$ cat config.mk
export PLATFORM = sky130hd
export DESIGN_NAME = updown_counter_n
export DESIGN_NICKNAME = d
export VERILOG_FILES = /design/src/rtl/updown_counter_n.sv
export SDC_FILE = /design/constraint.sdc
export NUM_CORES = 1
export LEC_CHECK = 0
export CELL_PAD_IN_SITES_DETAIL_PLACEMENT = 1
export CELL_PAD_IN_SITES_GLOBAL_PLACEMENT = 2
export CORE_MARGIN = 2
export CORE_UTILIZATION = 23
export DETAILED_ROUTE_END_ITERATION = 8
export MAX_ROUTING_LAYER = met4
export PLACE_DENSITY_LB_ADDON = 0.1
export SLEW_MARGIN = 20
export SYNTH_ARGS = -nofsm -noshare
export SYNTH_HDL_FRONTEND = slang
export SYNTH_SLANG_ARGS = --single-unit
$ cat constraint.sdc
create_clock -name clk -period 1.6 [get_ports clk]
set_input_delay 0.32 -clock clk [delete_from_list [all_inputs] [get_ports clk]]
set_output_delay 0.32 -clock clk [all_outputs]
set_load 0.02 [all_outputs]
$ cat src/rtl/updown_counter_n.sv
// -----------------------------------------------------------------------------
// updown_counter_n
//
// Parametrised up/down counter. It supports a programmable modulus, parallel
// load, and three terminal-count modes: wrap, saturate and one-shot. It also
// provides a registered carry/borrow pulse, a sticky overflow flag, and a
// RUN/HALT state machine for one-shot operation.
//
// Parameters
//   WIDTH       counter width in bits (2..32)
//   RESET_VAL   value loaded into q on reset (must fit in WIDTH bits)
//
// Ports
//   clk          rising-edge clock
//   reset        asynchronous, active-high reset
//   count        count enable, one step per cycle while high
//   inc          direction: 1 = up, 0 = down
//   load         synchronous parallel load strobe (highest priority)
//   load_val     value to load; clamped to mod_val
//   mod_val      inclusive upper bound of q; sampled live
//   mode         00 wrap, 01 saturate, 10 one-shot, 11 wrap
//   clear_flags  clears ovf and leaves HALT
//   q            registered count value
//   cout         one-cycle carry/borrow pulse, registered
//   tc           combinational terminal count for the current direction
//   ovf          sticky overflow/underflow flag
//   done         high while the state machine is in HALT
// -----------------------------------------------------------------------------
module updown_counter_n #(
  parameter int          WIDTH     = 3,
  parameter int unsigned RESET_VAL = 0
) (
  input  logic             clk,
  input  logic             reset,
  input  logic             count,
  input  logic             inc,
  input  logic             load,
  input  logic [WIDTH-1:0] load_val,
  input  logic [WIDTH-1:0] mod_val,
  input  logic [1:0]       mode,
  input  logic             clear_flags,
  output logic [WIDTH-1:0] q,
  output logic             cout,
  output logic             tc,
  output logic             ovf,
  output logic             done
);

  localparam logic [0:0] ST_RUN  = 1'b0;
  localparam logic [0:0] ST_HALT = 1'b1;

  localparam logic [1:0] MODE_SAT     = 2'b01;
  localparam logic [1:0] MODE_ONESHOT = 2'b10;

  logic [0:0]       state;
  logic [0:0]       state_next;
  logic [WIDTH-1:0] q_next;
  logic             cout_next;
  logic             ovf_next;
  logic             up_term;
  logic             dn_term;
  logic             step;
  logic             term;
  logic             hold_at_bound;

  // The up-terminal test uses >= rather than ==. This catches the case where
  // mod_val has been lowered below the current q.
  assign up_term = (q >= mod_val);
  assign dn_term = (q == '0);
  assign tc      = (inc & up_term) | (~inc & dn_term);

  // Count is ignored entirely while halted.
  assign step = count & (state == ST_RUN);

  // In saturate and one-shot modes, a terminal step holds at the bound.
  // Wrap mode (and the reserved encoding) jumps to the opposite end.
  assign hold_at_bound = (mode == MODE_SAT) || (mode == MODE_ONESHOT);

  always_comb begin
    // NOTE: every combinational output gets a default first, so no path
    // through the block leaves a signal unassigned (no inferred latch).
    q_next     = q;
    state_next = state;
    term       = 1'b0;

    if (load) begin
      q_next     = (load_val > mod_val) ? mod_val : load_val;
      state_next = ST_RUN;
    end else begin
      if (step) begin
        if (inc) begin
          if (up_term) begin
            term   = 1'b1;
            q_next = hold_at_bound ? mod_val : '0;
          end else begin
            q_next = q + WIDTH'(1);
          end
        end else begin
          if (dn_term) begin
            term   = 1'b1;
            q_next = hold_at_bound ? '0 : mod_val;
          end else begin
            q_next = q - WIDTH'(1);
          end
        end
      end

      if (clear_flags) begin
        state_next = ST_RUN;
      end
      // A one-shot terminal step outranks a simultaneous clear, matching the
      // set-wins rule used for ovf.
      if (term && (mode == MODE_ONESHOT)) begin
        state_next = ST_HALT;
      end
    end

    cout_next = term;
    ovf_next  = term | (ovf & ~clear_flags);
  end

  // NOTE: sequential state uses non-blocking assignments, so every register
  // samples the pre-edge values of the others.
  always_ff @(posedge clk or posedge reset) begin
    if (reset) begin
      q     <= WIDTH'(RESET_VAL);
      cout  <= 1'b0;
      ovf   <= 1'b0;
      state <= ST_RUN;
    end else begin
      q     <= q_next;
      cout  <= cout_next;
      ovf   <= ovf_next;
      state <= state_next;
    end
  end

  assign done = (state == ST_HALT);

endmodule

---- Word-level counts from Yosys, hierarchy flattened ----
Index checks and enable logic that the tools add are counted.
storage, ports and cells
  input bits .............................. 14
  logic and storage cells ................. 41
  flip-flop bits (word level) ............. 6
cells by class
  eq/ne operators ......................... 2
  mux-type cells .......................... 17
  reduce and logical (&&, ||, !) cells .... 5
  bitwise logic cells ..................... 9
  order comparisons ....................... 2
  add/subtract/negate cells ............... 2
operators by type and width
  kind                   count
  $mux W3                8
  $mux W1                9
  $and A1 B1 Y1          4
  $add A3 B1 Y3 const B  1
  $ge A3 B3 Y1           1
  $gt A3 B3 Y1           1
  $logic_not A3 Y1       1
  $not A1 Y1             3
  $reduce_bool A3 Y1     1
  $sub A3 B1 Y3 const B  1
  $eq A2 B1 Y1 const B   1
  $eq A2 B2 Y1 const B   1
  $or A1 B1 Y1           2
  $reduce_bool A2 Y1     1
  $logic_and A1 B1 Y1    1
  $logic_or A1 B1 Y1     1

---- Longest topological paths before layout ----
  depth after elaboration ................. 8
  depth in mapped cells ................... 7
  gate-level depth less buffers ........... 7

---- Worst setup path after synthesis ----
OpenSTA, ideal clock, no wires.
  kind .................................... register to register
  start point ............................. reg q[0]
  end point ............................... reg q[0]
  setup slack ............................. -263 ps
  period minus slack after synthesis ...... 1,863 ps
  arrival time ............................ 1,769 ps
  data required time ...................... 1,506 ps
  cell stages (with the launch flop) ...... 8
  path buffers ............................ 0
  path through ............................ dfrtp_1 > inv_1 > ha_1 > nor2b_1 > o21ai_2 > a21o_4 > o221a_1 > a221oi_2
between the ends
  longest elaborated chain between the ends .. 5
  elaborated cells between the ends (all ways) .. 9
  those cells by class .................... add/sub (2); order compare (1); mux (5); reduce/logical (1)
RTL lines
  item                                   line    RTL
  start, declared                        42      output logic [WIDTH-1:0] q,
  start signal, assigned                 126     q <= WIDTH'(RESET_VAL);
  start signal, assigned                 131     q <= q_next;
  $sub A3 B1 Y3 (tied with other cells)  103     q_next = q - WIDTH'(1);
  $mux W3, on equally long branches      99, 92
  $mux W3 (*)                            91      if (inc) begin
  $mux W3 (*)                            90      if (step) begin
  $mux W3 (*)                            86      if (load) begin
Every way passes the cells marked *; elsewhere a longest branch is shown, timed or not. The select of a mux whose other input is x is not followed.
A chain may end at the register's enable or synchronous reset.

---- Worst setup path after layout ----
  start point ............................. reg q[0]
  end point ............................... out tc
between the ends
  longest elaborated chain between the ends .. 3
  elaborated cells between the ends (all ways) .. 5
  those cells by class .................... order compare (1); bitwise (3); reduce/logical (1)
RTL lines
  item                                                     line    RTL
  $ge A3 B3 Y1 / $logic_not A3 Y1 (equally long branches)  68, 69
  $and A1 B1 Y1                                            70      assign tc = (inc & up_term) | (~inc & dn_term);
  $or A1 B1 Y1 (*)                                         70
  end, declared                                            44      output logic tc,
Every way passes the cells marked *; elsewhere a longest branch is shown, timed or not.

==> results_dict.tcl <==
set metrics [dict create \
    status "finished, violations left" \
    violations "setup timing" \
    timing.hold.ws_ns 0.2809 \
    post-route-period-util_pct 111.5 \
    start_util_pct 24.01 \
    slew_headroom_pct 76.62 \
    antenna_found_initial 0 \
    hold_path_class "in -> async" \
    clock_power_share_pct 16.1 \
    final_common_cell "buf_4" \
    pre_cts_slack_ns -0.8441 \
    first_iter_violations 9 \
    cp_slowest_cell "dfrtp_2" \
    synth.avg_cell_area_sq_um 8.792 \
    cts_buffers 3 \
    ir_drop_mv 0.5930 \
    critPathMaxFanout 4 \
    cts.hold.buffers_added 0 \
    fmax_mhz 560.5 \
    via_per_inst 4.677 \
    ys_ff_latch 6 \
    period_minus_slack_ns 1.784 \
    synth-compound-area-share_pct 22.50 \
    synth_xor_xnor_area_share_pct 1.346 \
    cp-start-kind "flip-flop" \
    p_leak_nw 0.5843 \
    drtAntennaViolNets 0 \
    nets 149 \
    core_sq_um 2710 \
    setup_viol 6 \
    yosys.area_share.simple_pct 22.69 \
    grt_first_pass_wirelength_um 3567 \
    synth_top_family_by_area "simple AND/OR/NAND/NOR gates" \
    clock-sinks 6 \
    antennaDiodeCount 0 \
    totalPowerFinal_mw 0.9519 \
    postPlaceCellArea_sq_um 1131 \
    cts_tree "yes" \
    cts_root_buf "clkbuf_4" \
    overflow 0 \
    drt_pass1_iterations 4 \
    clk_latency_ns 0.25 \
    cellPowerDensity_nw_per_um2 777.1 \
    cts_max_level 1 \
    slew_viol_final 0 \
    synth_cell_types 33 \
    synth_area_sq_um 650.6 \
    drc 0 \
    end_kind "output port" \
    port_buffers 20 \
    skew_ns 0.005681 \
    hpwl_um 1861 \
    io_pins 21 \
    worstRegToRegCells 7 \
    routed_wl_um 2138 \
    mostFrequentLayoutCells "27 x buf_4, 9 x clkdlybuf4s50_1, 7 x nor2_1" \
    muxShareOfSynthArea_pct 5.385 \
    r2r_setup_slack_ns -0.16 \
    dieArea_sq_um 3270 \
    crit_type "reg -> out" \
    wl_per_cell_um 13.79 \
    globalplace.congestion 0.8073 \
    synth-adder-area-share_pct 19.23 \
    reg2reg_from "q[1]$_DFFE_PP0P_" \
    die_x_um 57.19 \
    postSynthCellCount 74 \
    cp.required_ns 1.28 \
    grt_max_degree 9 \
    rows 19 \
    worstPathArrival_ns 1.46 \
    syn_nets 98 \
    synthToLayoutAreaGrowth_pct 88.27 \
    setup_slack_ns -0.1840 \
    internal_power_mw 0.6014 \
    hold_viol 0 \
    power.switching_mw 0.3505 \
    synth_seq_area_share_pct 23.08 \
    clkTransAtPathRegs_ns 0.05 \
    p_comb_share_pct 62.8 \
    pwr-share-seq_pct 21.1 \
    fin_util_pct 45.20 \
    drive_gt1_share_pct 48.39 \
    vias 725 \
    switching_share_pct 36.82 \
    track_usage_pct 14.93 \
    crit_chain "inv_4, ha_4, nor2b_4, o21ai_2, a21o_4, buf_6" \
    timing.rr.end "q[1]$_DFFE_PP0P_" \
    cts_buffer_depth 2 \
    critical-path-max-stage-delay_ns 0.41 \
    first_global_vias 786 \
    rsz0062_at_grt "true" \
    tightestPinTransition_ns 0.3497 \
    final_area_sq_um 1225 \
    drv_cap 0 \
    cp-startpoint "q[0]$_DFFE_PP0P_" \
    synth_warnings 0 \
    fp.dieH_um 57.19 \
]
cells in the mapped netlist:
master     number  share of area, %
a2111oi_0       1               1.3
a21boi_1        1               1.2
a21o_1          1               1.2
a21o_4          1               2.3
a21oi_1         5               3.8
a221o_1         1               1.5
a221oi_2        1               2.3
a22oi_1         1               1.2
a311oi_1        1               1.3
a32oi_1         1               1.3
and2_1          1              0.96
and3_2          1               1.2
clkbuf_1        1              0.58
dfrtp_1         6                23
ha_1           10                19
inv_1           9               5.2
mux2_4          1               2.3
mux2i_1         2               3.1
nand2_1         3               1.7
nand3_1         2               1.5
nand3b_1        1               1.2
nor2_1          7               4.0
nor2b_1         6               5.8
nor2b_2         1               1.3
nor2b_4         1               2.1
nor3_1          1              0.77
nor3b_1         1               1.2
nor4_1          1              0.96
o21ai_0         1              0.77
o21ai_2         1               1.3
o221a_1         1               1.7
o31ai_1         1               1.2
xnor2_1         1               1.3
how the worst max path moves through the flow:
stage / cells after the start / to
floorplan: 7 / q[0]$_DFFE_PP0P_
global placement: 7 / tc
detailed placement: 7 / tc
CTS: 6 / tc
global route: 8 / q[2]$_DFFE_PP0P_
finish: 6 / tc
timing repair:
action | in CTS | in global routing
endpoints found under the hold margin | 0 | 0
gates resized for setup | 30 | 3
buffers inserted | 2 | 1
pin swaps | 14 | 1
endpoints found under the setup margin | 10 | 7
through the flow:
stage / instances / setup TNS [ns]
finish: 155 / -0.6603
floorplan: 74 / -0.2433
global route: 155 / -1.191
detailed placement: 148 / -4.347
global placement: 148 / -4.158
CTS: 154 / -0.8121
power groups by stage:
stage          combinational (mW)  clock, mW  sequential (mW)
2_1_floorplan               0.259          0            0.238
3_3_place_gp                0.560          0            0.202
3_5_place_dp                0.572          0            0.204
4_1_cts                     0.591      0.157            0.201
5_1_grt                     0.657      0.171            0.204
6_report                    0.598      0.153            0.201
flip-flops by register name, summed over array words and instances, names as in the netlist:
register  flops
q             3
cout          1
done          1
ovf           1
layout make-up:
class	instances	area [sq um]
clock buffers	4	26.28
flip-flops and latches	6	153.9
inverters	9	36.28
well taps	31	38.79
fillers	328	1485
multi-input cells	58	568.0
repair buffers	47	401.6
layer usage:
layer / wire, um / GRT usage [%]
met4: 34 / 5.980
met1: 949 / 17.55
met3: 83 / 2.494
met2: 1070 / 25.29
met5: 0 / -
critical path, delay by kind of cell (launching register included):
kind	cells	cell delay [ns]
adders and majority gates	1	0.21
buffers and inverters	2	0.22
and+or+nand+nor	1	0.10
AOI/OAI and AO/OA	2	0.27
DFF	1	0.41
cell families after synthesis:
group,Yosys count
buf+inv,10
simple gates,26
flops,6
xor+xnor,1
compound gates,18
fa+ha+maj,10
mux,3
Power figures use the tool's default switching activity.
